==> config.mk <==
export PLATFORM = sky130hd
export DESIGN_NAME = uart_parity_engine
export DESIGN_NICKNAME = d
export VERILOG_FILES = /design/src/rtl/uart_parity_engine.sv
export SDC_FILE = /design/constraint.sdc
export NUM_CORES = 1
export LEC_CHECK = 0
export ABC_AREA = 1
export ABC_CLOCK_PERIOD_IN_PS = 1600
export CORE_ASPECT_RATIO = 0.7
export CORE_UTILIZATION = 49
export CTS_BUF_LIST = sky130_fd_sc_hd__clkbuf_16
export DETAILED_ROUTE_END_ITERATION = 10
export PLACE_DENSITY_LB_ADDON = 0.1
export SLEW_MARGIN = 10
export SYNTH_ARGS = -nofsm -noshare
export SYNTH_HDL_FRONTEND = slang
export SYNTH_SLANG_ARGS = --single-unit
==> constraint.sdc <==
create_clock -name clk_i -period 1.6 [get_ports clk_i]
set_input_delay 0.32 -clock clk_i [delete_from_list [all_inputs] [get_ports clk_i]]
set_output_delay 0.32 -clock clk_i [all_outputs]
set_load 0.02 [all_outputs]
==> src/rtl/uart_parity_engine.sv <==
// UART parity generator/checker: accumulates serial data bits per frame and then
// either presents a parity bit (TX) or checks a received one (RX).
module uart_parity_engine #(
  parameter int MAX_DATA_BITS = 9
) (
  input  logic       clk_i,
  input  logic       rstn_i,
  input  logic       start_i,
  input  logic [4:0] data_bits_i,
  input  logic [2:0] mode_i,
  input  logic       dir_i,
  input  logic       bit_i,
  input  logic       valid_i,
  output logic       parity_bit_o,
  output logic       parity_valid_o,
  output logic       busy_o,
  output logic       done_o,
  output logic       parity_err_o
);

  localparam int CW = $clog2(MAX_DATA_BITS + 1);

  typedef enum logic [1:0] {
    S_IDLE   = 2'd0,
    S_DATA   = 2'd1,
    S_PARITY = 2'd2,
    S_DONE   = 2'd3
  } state_t;

  // Reserved encodings collapse to "none" so later logic only sees 000..100.
  function automatic logic [2:0] norm_mode(input logic [2:0] m);
    if (m > 3'd4) begin
      return 3'd0;
    end else begin
      return m;
    end
  endfunction

  function automatic logic parity_of(input logic [2:0] m, input logic acc);
    case (m)
      3'd1:    return ~acc;
      3'd2:    return acc;
      3'd3:    return 1'b1;
      3'd4:    return 1'b0;
      default: return 1'b0;
    endcase
  endfunction

  state_t          r_state;
  state_t          w_next;
  logic            r_acc;
  logic [CW-1:0]   r_cnt;
  logic [CW-1:0]   r_n;
  logic [2:0]      r_mode;
  logic            r_dir;
  logic            r_err;
  logic [CW-1:0]   w_n_eff;
  logic            w_last;
  logic            w_parity;

  // Requested frame length clamped into the supported range
  always_comb begin
    if (data_bits_i < 5'd5) begin
      w_n_eff = CW'(5);
    end else if (data_bits_i > 5'(MAX_DATA_BITS)) begin
      w_n_eff = CW'(MAX_DATA_BITS);
    end else begin
      w_n_eff = CW'(data_bits_i);
    end
  end

  assign w_last   = (r_cnt == (r_n - CW'(1)));
  assign w_parity = parity_of(r_mode, r_acc);

  // State register
  always_ff @(posedge clk_i or negedge rstn_i) begin
    if (!rstn_i) begin
      r_state <= S_IDLE;
    end else begin
      r_state <= w_next;
    end
  end

  // Next-state logic; start_i restarts the frame from any state
  always_comb begin
    w_next = r_state;
    if (start_i) begin
      w_next = S_DATA;
    end else begin
      case (r_state)
        S_IDLE:   w_next = S_IDLE;
        S_DATA: begin
          if (valid_i && w_last) begin
            w_next = (r_mode == 3'd0) ? S_DONE : S_PARITY;
          end else begin
            w_next = S_DATA;
          end
        end
        S_PARITY: w_next = valid_i ? S_DONE : S_PARITY;
        S_DONE:   w_next = S_IDLE;
        default:  w_next = S_IDLE;
      endcase
    end
  end

  // Frame datapath: configuration, accumulator, bit counter, sticky error
  always_ff @(posedge clk_i or negedge rstn_i) begin
    if (!rstn_i) begin
      r_acc  <= 1'b0;
      r_cnt  <= '0;
      r_n    <= CW'(MAX_DATA_BITS);
      r_mode <= 3'd0;
      r_dir  <= 1'b0;
      r_err  <= 1'b0;
    end else if (start_i) begin
      r_acc  <= 1'b0;
      r_cnt  <= '0;
      r_n    <= w_n_eff;
      r_mode <= norm_mode(mode_i);
      r_dir  <= dir_i;
      r_err  <= 1'b0;
    end else if (r_state == S_DATA && valid_i) begin
      r_acc <= r_acc ^ bit_i;
      r_cnt <= r_cnt + CW'(1);
    end else if (r_state == S_PARITY && valid_i && r_dir) begin
      r_err <= (bit_i != w_parity);
    end
  end

  // Outputs decoded from registered state
  always_comb begin
    parity_bit_o   = w_parity;
    parity_valid_o = (r_state == S_PARITY);
    busy_o         = (r_state != S_IDLE);
    done_o         = (r_state == S_DONE);
    parity_err_o   = r_err;
  end

endmodule

==> metrics.txt <==
synth top area cells dfrtp_1 37%, nand2_1 12%, inv_1 8.8%; Die ar. 2089 um2; WS Path Type reg2out; placed wire-length estimate 1531 um; vias in the first global route 780; depth of the CTS H-tree 1; syn_nets 141; Synth top area share 37.48%; hold crit path type in2async; Sw Ratio 27.89%; Synth Area in Compound Gates 12.58%; number of synthesized flops with an enable pin 0; post-placement setup slack 0.02807 ns; Synth Area in Adders 2.677%; Final Hold Fails 0; worst skew pair latency 0.25 ns; CP Data Arrival Time 1.21 ns; largest net degree at the start of global routing 17; via count 869; worst-margin pin slew 0.3701 ns; Tot Pwr 1.228 mW; DRT iter0 DRCs 22; pins over their slew limit 0; ANT nets after route 0; RSZ-0062 raised after global routing no; setup slack, reg-to-reg 0.10 ns; maximum fanout along the worst path 3; Sequential Power Share 38.7%; Pint 885.3 uW; total core area 1682 um2; Primary FF master, synth dfrtp_1; fin crit share 95.49%; DRT Pass-1 Iters 4; DRC errors left 0; CP max-delay cell dfrtp_1; Final Skew 0.003485 ns; Seq cells post-synth 16; mean area per synthesized cell 7.477 um2; Die Width 54.20 um; CTS clk-pin slew, worst paths 0.05 ns; Synth Instances 125; grt ovf 0; max-cap violations 0; Max transition margin 75.30%; P&R area growth vs syn 34.81%; Fillers 130; Fmax 654.5 MHz; Final TNS setup 0 ns; post-synthesis sequential area ratio 43.11%; initial antenna violation count 0; Yosys warning count 0; share of cells above drive strength 1 15.23%; CP Buf/Inv Count 2; final setup vio count 0; post-synthesis xor/xnor area fraction 1.874%; Simple-Gate Fraction of Synth Area 28.92%; Buffers on Ports 18; outcome complete, no violations; # clock sinks 16; CP endpoint parity_valid_o; ys async rst share 100.0%; CP endpoint kind output port; # rows 12; crit path launch type register; reg2reg path depth 9; kind of cell adding the most delay to the critical path buffers and inverters; Crit path depth 3; CP required 1.28 ns; CTS tree built; max incr delay on CP 0.41 ns; Ports 19; post-synthesis mux area share 0%; wire per inst 12.50 um; RePlAce Congestion 0.8201; Yosys top cell by area dfrtp_1; CTS Hold Bufs 0; Unique masters post-synth 24; Post-Route WL 2150 um; Crit Reg-Reg Endpoint r_state[0]$_DFF_PN0_; all-layer global routing usage 22.91%; register area 402.9 um2; CTS Buffer Depth 2; clock buffer count from CTS 3; first-pass GRT wire length 3222 um; net switching power 342.5 uW; synthesized area 934.6 um2; worst setup margin 0.07210 ns; worst hold slack 0.3888 ns; post-DR vias/cell 5.052; clock power share 40.9%; Root Driver clkbuf_16; worst r2r src r_n[0]$_DFFE_PN1P_; Peak VDD IR 0.8163 mV; worst-path cell chain inv_2, nor2_4, dlygate4sd2_1; min cycle time layout 1.528 ns; die height 38.54 um; main combinational cell family by area after synthesis simple AND/OR/NAND/NOR gates; fin nets 168; Comb power frac 20.4%; Initial Util 55.58%; Crit. Startpoint r_state[1]$_DFF_PN0_; n_diodes 0; P_leak 0.6281 nW; multi-input logic area 445.4 um2; P per Cell Area 974.4 nW/um2
==> logic make-up after synthesis <==
family | Yosys count
compound gates | 20
xor+xnor | 2
fa+ha+maj | 2
buf+inv | 26
flops | 16
simple gates | 59
==> area by class of cell <==
| cell class | instances | share of cell area, % |
|---|---|---|
| Tap cell | 21 | 2.085 |
| Timing Repair Buffer | 24 | 17.18 |
| Clock buffer | 3 | 5.958 |
| Sequential cell | 16 | 31.98 |
| Clock inverter | 1 | 0.2979 |
| Multi-Input combinational cell | 83 | 35.35 |
| Inverter | 24 | 7.150 |
==> worst min path at each step <==
| stage | start | endpoint | depth (start not counted) |
|---|---|---|---|
| after floorplan | rstn_i | parity_err_o$_DFFE_PN0P_ | 0 |
| after global placement | r_n[3]$_DFFE_PN1P_ | r_n[3]$_DFFE_PN1P_ | 2 |
| after detailed placement | r_n[3]$_DFFE_PN1P_ | r_n[3]$_DFFE_PN1P_ | 2 |
| after CTS | rstn_i | r_cnt[3]$_DFFE_PN0P_ | 2 |
| after global routing | rstn_i | r_cnt[2]$_DFFE_PN0P_ | 2 |
| final | rstn_i | r_cnt[3]$_DFFE_PN0P_ | 2 |
==> cell usage after synthesis (2+ instances only) <==
library cell and n:
nand3_1 14, dfstp_2 2, inv_1 22, dfrtp_1 14
nand2_2 2, a21oi_1 6, o21ai_0 7, inv_2 2
nor2_4 3, ha_1 2, nor2_1 9, xor2_1 2
nand2_1 29
==> power by group through the flow <==
stage               Sequential (mW)  Combinational (mW)  Clock [mW]
floorplan                     0.477               0.141           0
global placement              0.477               0.238           0
detailed placement            0.480               0.244           0
CTS                           0.475               0.243       0.497
global route                  0.478               0.280       0.512
finish                        0.475               0.251       0.502
==> state kept, by name, indices dropped and copies added, names as in the netlist <==
register      flops
r_cnt             4
r_n               4
r_mode            3
r_state           2
parity_err_o      1
r_acc             1
r_dir             1
==> metrics by stage <==
step	cells	area [um2]	util, %
6_report	172	1260	74.93
5_1_grt	172	1260	74.93
4_1_cts	171	1241	73.81
3_5_place_dp	167	1167	69.42
3_3_place_gp	167	1167	69.42
2_1_floorplan	125	934.6	-
==> metal layers <==
metal,up-vias,track usage [%],wire (um)
li1,447,-,-
met1,399,25.25,944
met2,23,42.38,1109
met3,0,7.143,97
met4,0,5.769,0
met5,-,0,0
==> cells in the final DEF (no fill, tap or decap), drive strengths merged, types with 2 or more instances in the layout <==
master and n:
a21oi 7, nand3 14, xor2 2, ha 2
clkbuf 4, nand2 31, buf 6, dfrtp 14
dlygate4sd2 3, o21ai 9, dfstp 2, inv 24
clkdlybuf4s50 14, nor2 12
==> repair_timing <==
item	4_1_cts	5_1_grt
cloned	0	0
pin swaps	0	3
resized for setup	4	4
endpoints found under the setup margin	4	3
setup buffers	0	1
Note: power is estimated with default switching activity, not from simulation.
